File: src/rtl/mult_seq.sv
// Iterative WIDTH x WIDTH signed/unsigned multiplier, sign-magnitude shift-add, one partial product per clock.
// Latency: accept edge E0, result on z_o with a one-cycle done_o pulse at edge E0+WIDTH+1; busy_o covers WIDTH+1 cycles.
// Backpressure: start_i is only sampled while idle; requests made while busy_o is high are dropped, not queued.
module mult_seq #(
    parameter int WIDTH = 32
) (
    input  logic               clk_i,
    input  logic               rst_ni,
    input  logic               start_i,
    input  logic               sign_i,
    input  logic [WIDTH-1:0]   multiplicand_i,
    input  logic [WIDTH-1:0]   multiplier_i,
    output logic [2*WIDTH-1:0] z_o,
    output logic               busy_o,
    output logic               done_o
);

    localparam int CW = (WIDTH > 1) ? $clog2(WIDTH) : 1;

    typedef enum logic [1:0] {
        IDLE = 2'd0,
        CALC = 2'd1,
        FIX  = 2'd2
    } state_t;

    state_t             state_q;
    logic [WIDTH-1:0]   a_mag_q;
    logic [WIDTH-1:0]   b_mag_q;
    logic [2*WIDTH-1:0] acc_q;
    logic [CW-1:0]      cnt_q;
    logic               neg_q;
    logic [2*WIDTH-1:0] z_q;
    logic               busy_q;
    logic               done_q;

    logic [WIDTH-1:0]   a_mag_d;
    logic [WIDTH-1:0]   b_mag_d;
    logic               neg_d;
    logic [WIDTH:0]     sum_d;
    logic [2*WIDTH-1:0] acc_d;
    logic [2*WIDTH-1:0] z_d;

    // Operand magnitudes at accept, one shift-add step, and the final sign fix-up.
    // The most negative operand negates to itself, which read as unsigned is its true magnitude.
    always_comb begin
        a_mag_d = (sign_i && multiplicand_i[WIDTH-1]) ? -multiplicand_i : multiplicand_i;
        b_mag_d = (sign_i && multiplier_i[WIDTH-1])   ? -multiplier_i   : multiplier_i;
        neg_d   = sign_i && (multiplicand_i[WIDTH-1] ^ multiplier_i[WIDTH-1]);
        sum_d   = {1'b0, acc_q[2*WIDTH-1:WIDTH]} + {1'b0, (b_mag_q[0] ? a_mag_q : {WIDTH{1'b0}})};
        acc_d   = {sum_d, acc_q[WIDTH-1:1]};
        z_d     = neg_q ? -acc_q : acc_q;
    end

    // Control FSM with datapath and registered outputs; reset aborts any operation in flight.
    always_ff @(posedge clk_i or negedge rst_ni) begin
        if (!rst_ni) begin
            state_q <= IDLE;
            a_mag_q <= '0;
            b_mag_q <= '0;
            acc_q   <= '0;
            cnt_q   <= '0;
            neg_q   <= 1'b0;
            z_q     <= '0;
            busy_q  <= 1'b0;
            done_q  <= 1'b0;
        end else begin
            done_q <= 1'b0;
            case (state_q)
                IDLE: begin
                    if (start_i) begin
                        a_mag_q <= a_mag_d;
                        b_mag_q <= b_mag_d;
                        neg_q   <= neg_d;
                        acc_q   <= '0;
                        cnt_q   <= '0;
                        busy_q  <= 1'b1;
                        state_q <= CALC;
                    end
                end
                CALC: begin
                    acc_q   <= acc_d;
                    b_mag_q <= b_mag_q >> 1;
                    cnt_q   <= cnt_q + CW'(1);
                    if (cnt_q == CW'(WIDTH - 1)) begin
                        state_q <= FIX;
                    end
                end
                FIX: begin
                    z_q     <= z_d;
                    done_q  <= 1'b1;
                    busy_q  <= 1'b0;
                    state_q <= IDLE;
                end
                default: begin
                    busy_q  <= 1'b0;
                    state_q <= IDLE;
                end
            endcase
        end
    end

    assign z_o    = z_q;
    assign busy_o = busy_q;
    assign done_o = done_q;

endmodule

File: config.mk
export PLATFORM = sky130hd
export DESIGN_NAME = mult_seq
export DESIGN_NICKNAME = d
export VERILOG_FILES = /design/src/rtl/mult_seq.sv
export SDC_FILE = /design/constraint.sdc
export NUM_CORES = 1
export LEC_CHECK = 0
export ABC_AREA = 1
export CAP_MARGIN = 0
export CORE_MARGIN = 2
export CORE_UTILIZATION = 51
export CTS_CLUSTER_DIAMETER = 200
export DETAILED_ROUTE_END_ITERATION = 8
export GPL_TIMING_DRIVEN = 0
export MAX_ROUTING_LAYER = met4
export PLACE_DENSITY = 0.72
export SETUP_SLACK_MARGIN = 0.3
export SLEW_MARGIN = 20
export SYNTH_ARGS = -nofsm -noshare
export SYNTH_HDL_FRONTEND = slang
export SYNTH_SLANG_ARGS = --single-unit
export TNS_END_PERCENT = 30
File: constraint.sdc
create_clock -name clk_i -period 2.65 [get_ports clk_i]
set_input_delay 0.265 -clock clk_i [delete_from_list [all_inputs] [get_ports clk_i]]
set_output_delay 0.265 -clock clk_i [all_outputs]
set_load 0.02 [all_outputs]
==> results.cfg <==
[status]
status = finished clean

[finish]
n_antenna_cell = 0
syn_to_final_growth_pct = 22.8
final_nets = 2379
nFillCells = 2520
multiInputGateArea_mm2 = 0.00814
post_route_cells_drive_above_1_share_pct = 10.3
seq_area_mm2 = 0.00505
postLayoutCoreUtil_pct = 63.8
stdcell_count = 2631

[global_route]
grt_first_pass_wirelength_mm = 70.1
grt_overflow_total = 0
grt_pass1_vias = 13600
grt_usage_pct = 31.5
grt_max_degree = 76
antenna_found_initial = 0

[place]
io_buffers = 133
gp_congestion = 0.995
numPlacedInstances = 2578
dpl.hpwl_mm = 34.8
place_worst_setup_slack_ps = -424

[yosys]
synth.ff_latch_count = 202
synth.most_common_cell = nand2_1
ys_async_sr_fraction_pct = 100
syn_area_per_cell_um2 = 6.68
synth_enable_flop_cells = 0
synthCells = 2102
yosysTopAreaCellShare_pct = 36.0
synthTopCellsByArea = dfrtp_1 (36%), nand2_1 (19%), inv_1 (7.1%)
ys_seq_area_share_pct = 36.0
yosys_warnings = 0
yosys.area.top_type = dfrtp_1
synth.distinct_cells = 46
syn_nets = 2208
netlist_top_cells_count = nand2_1 (721), inv_1 (266), nor2_1 (208)
syn_area_mm2 = 0.0140
synth-main-ff-cell = dfrtp_1

[power]
vdd_drop_max_mv = 0.599
p_total_uw = 20400
power_density_mw_per_mm2 = 1180
static-leakage-power_uw = 0.00854

[floorplanning]
start_util_pct = 52.0
core_mm2 = 0.0270
die_w_um = 170
num_io_pins = 134
die_h_um = 170
dieArea_mm2 = 0.0289
row_count = 60

[timing]
fin_crit_sh_pct = 87.8
grt_setup_unrepaired = yes
drv_slew = 0
tns_ps = 0
skew_ps = 18.1
fin_ws_ps = 322
worst_slew_pin_slew_ps = 882
period_minus_slack_ps = 2330
slew_headroom_pct = 40.6
hold_violations = 0
max_freq_ghz = 0.430
finalSetupViolations = 0

[worst_setup_path]
worst-setup-path-type = flip-flop to flip-flop
startpoint_type = flip-flop
critPathArrivalTime_ps = 2730
cp-end-kind = flip-flop
worstPathMaxFanout = 6
cp_data_required_time_ps = 3050

[cts]
clk_path_buf_depth = 3
root_buffer = clkbuf_16
clkTransAtPathRegs_ps = 60
cts_tree = built
cts_sinks = 202
htreeDepth = 1
clkLatencyLatePin_ps = 540
cts_buffers = 23

[hold_path]
hp-class = primary input to async pin

[detailed_routing]
wl_mm = 44.5
drt_iter0_markers = 1244
num_vias = 14200
drt_pre_antenna_iters = 5
ant_nets = 0
wl_per_cell_um = 16.9
vias_per_cell = 5.39
drcViolationCount = 0

[flow_run]
drv_cap = 0
-- registers in the layout, indices dropped and copies added, names as in the netlist --
name,count
acc_q,64
z_o,64
a_mag_q,32
b_mag_q,32
cnt_q,5
state_q,2
busy_o,1
done_o,1
neg_q,1
-- cell families (layout without fill, tap and decap cells) --
family / Yosys count / in the layout / share of synthesized area [%]
and+or+nand+nor: 1206 / 1206 / 36.4
buffers and inverters: 336 / 524 / 9.60
AOI/OAI and AO/OA: 259 / 259 / 10.7
DFF: 202 / 202 / 36.0
xor gates and xnor gates: 61 / 61 / 3.80
adders and majority gates: 38 / 38 / 3.44
-- cells in the final DEF, fill, tap and decap left out, drive strengths merged, types with 6 or more instances in the layout --
master	count
inv	276
nand4	39
xnor2	9
buf	41
nor2	228
a22oi	27
nor4	6
o21ai	139
clkbuf	66
nand2	731
a21oi	41
nor3	16
or2	9
xor2	52
dfrtp	202
nand3	162
ha	37
nand3b	10
o22ai	37
clkdlybuf4s50	132
-- critical path: stages (launching register included) --
cell and delay (ps):
dfrtp_1 360, buf_8 130, clkbuf_16 150, nand2_4 50, inv_4 70, ha_4 140, inv_2 40, fa_2 340
inv_2 80, buf_4 100, nand3_1 80, nand3b_1 200, nand2_1 130, nand3_1 90, nand2_1 50, nand3_1 110
nand2_1 80
-- area by class of cell --
class	count	area share [%]
Buffer	62	2.07
Clock buffer	33	3.91
Clock inverter	9	0.414
Inverter	274	5.98
Multi-Input combinational cell	1564	47.2
Sequential cell	202	29.3
Tap cell	341	2.48
Timing Repair Buffer	146	8.60
-- repair_timing --
item                                    CTS  global route
buffers inserted                          5             4
endpoints found under the setup margin   27            25
hold buffers                              1             0
gates resized for setup                  27           100
hold endpoints to repair                 56             0
pin swaps                                 3             9
cloned                                    1             0
-- path summary, 6_finish.rpt --
check                                     endpoint  slack [ps]               startpoint  cells past startpoint
setup reg to reg             acc_q[57]$_DFFE_PN0P_         320   b_mag_q[0]$_DFFE_PN0P_                     16
hold reg to reg            a_mag_q[16]$_DFFE_PN0P_         480  a_mag_q[16]$_DFFE_PN0P_                      2
min in group clk_i          a_mag_q[0]$_DFFE_PN0P_         360        multiplicand_i[0]                      3
hold / removal                 z_o[16]$_DFFE_PN0P_         250                   rst_ni                      2
setup / recovery             acc_q[57]$_DFFE_PN0P_         320   b_mag_q[0]$_DFFE_PN0P_                     16
max in group asynchronous    acc_q[55]$_DFFE_PN0P_        1280                   rst_ni                      4
-- per-layer routing --
| layer | wire length [um] | GRT usage, % |
|---|---|---|
| met3 | 2800 | 2.65 |
| met2 | 20600 | 51.9 |
| met5 | 0 | - |
| met1 | 19800 | 42.0 |
| met4 | 1300 | 9.03 |
-- metrics by stage --
| stage | hold slack (ps) | area [um2] |
|---|---|---|
| 5_1_grt | 291 | 17200 |
| 3_3_place_gp | 463 | 15800 |
| 2_1_floorplan | -30.6 | 14000 |
| 4_1_cts | 242 | 16800 |
| 3_5_place_dp | 202 | 15900 |
| 6_report | 252 | 17200 |
-- power breakdown --
part	switching, uW	leakage [uW]	total [uW]	internal [uW]
registers	1210	0.00251	5420	4210
logic	7620	0.00567	11800	4210
clock network	1340	0.000362	3120	1780
total	10200	0.00854	20400	10200
Note: power is estimated with default switching activity, not from simulation.
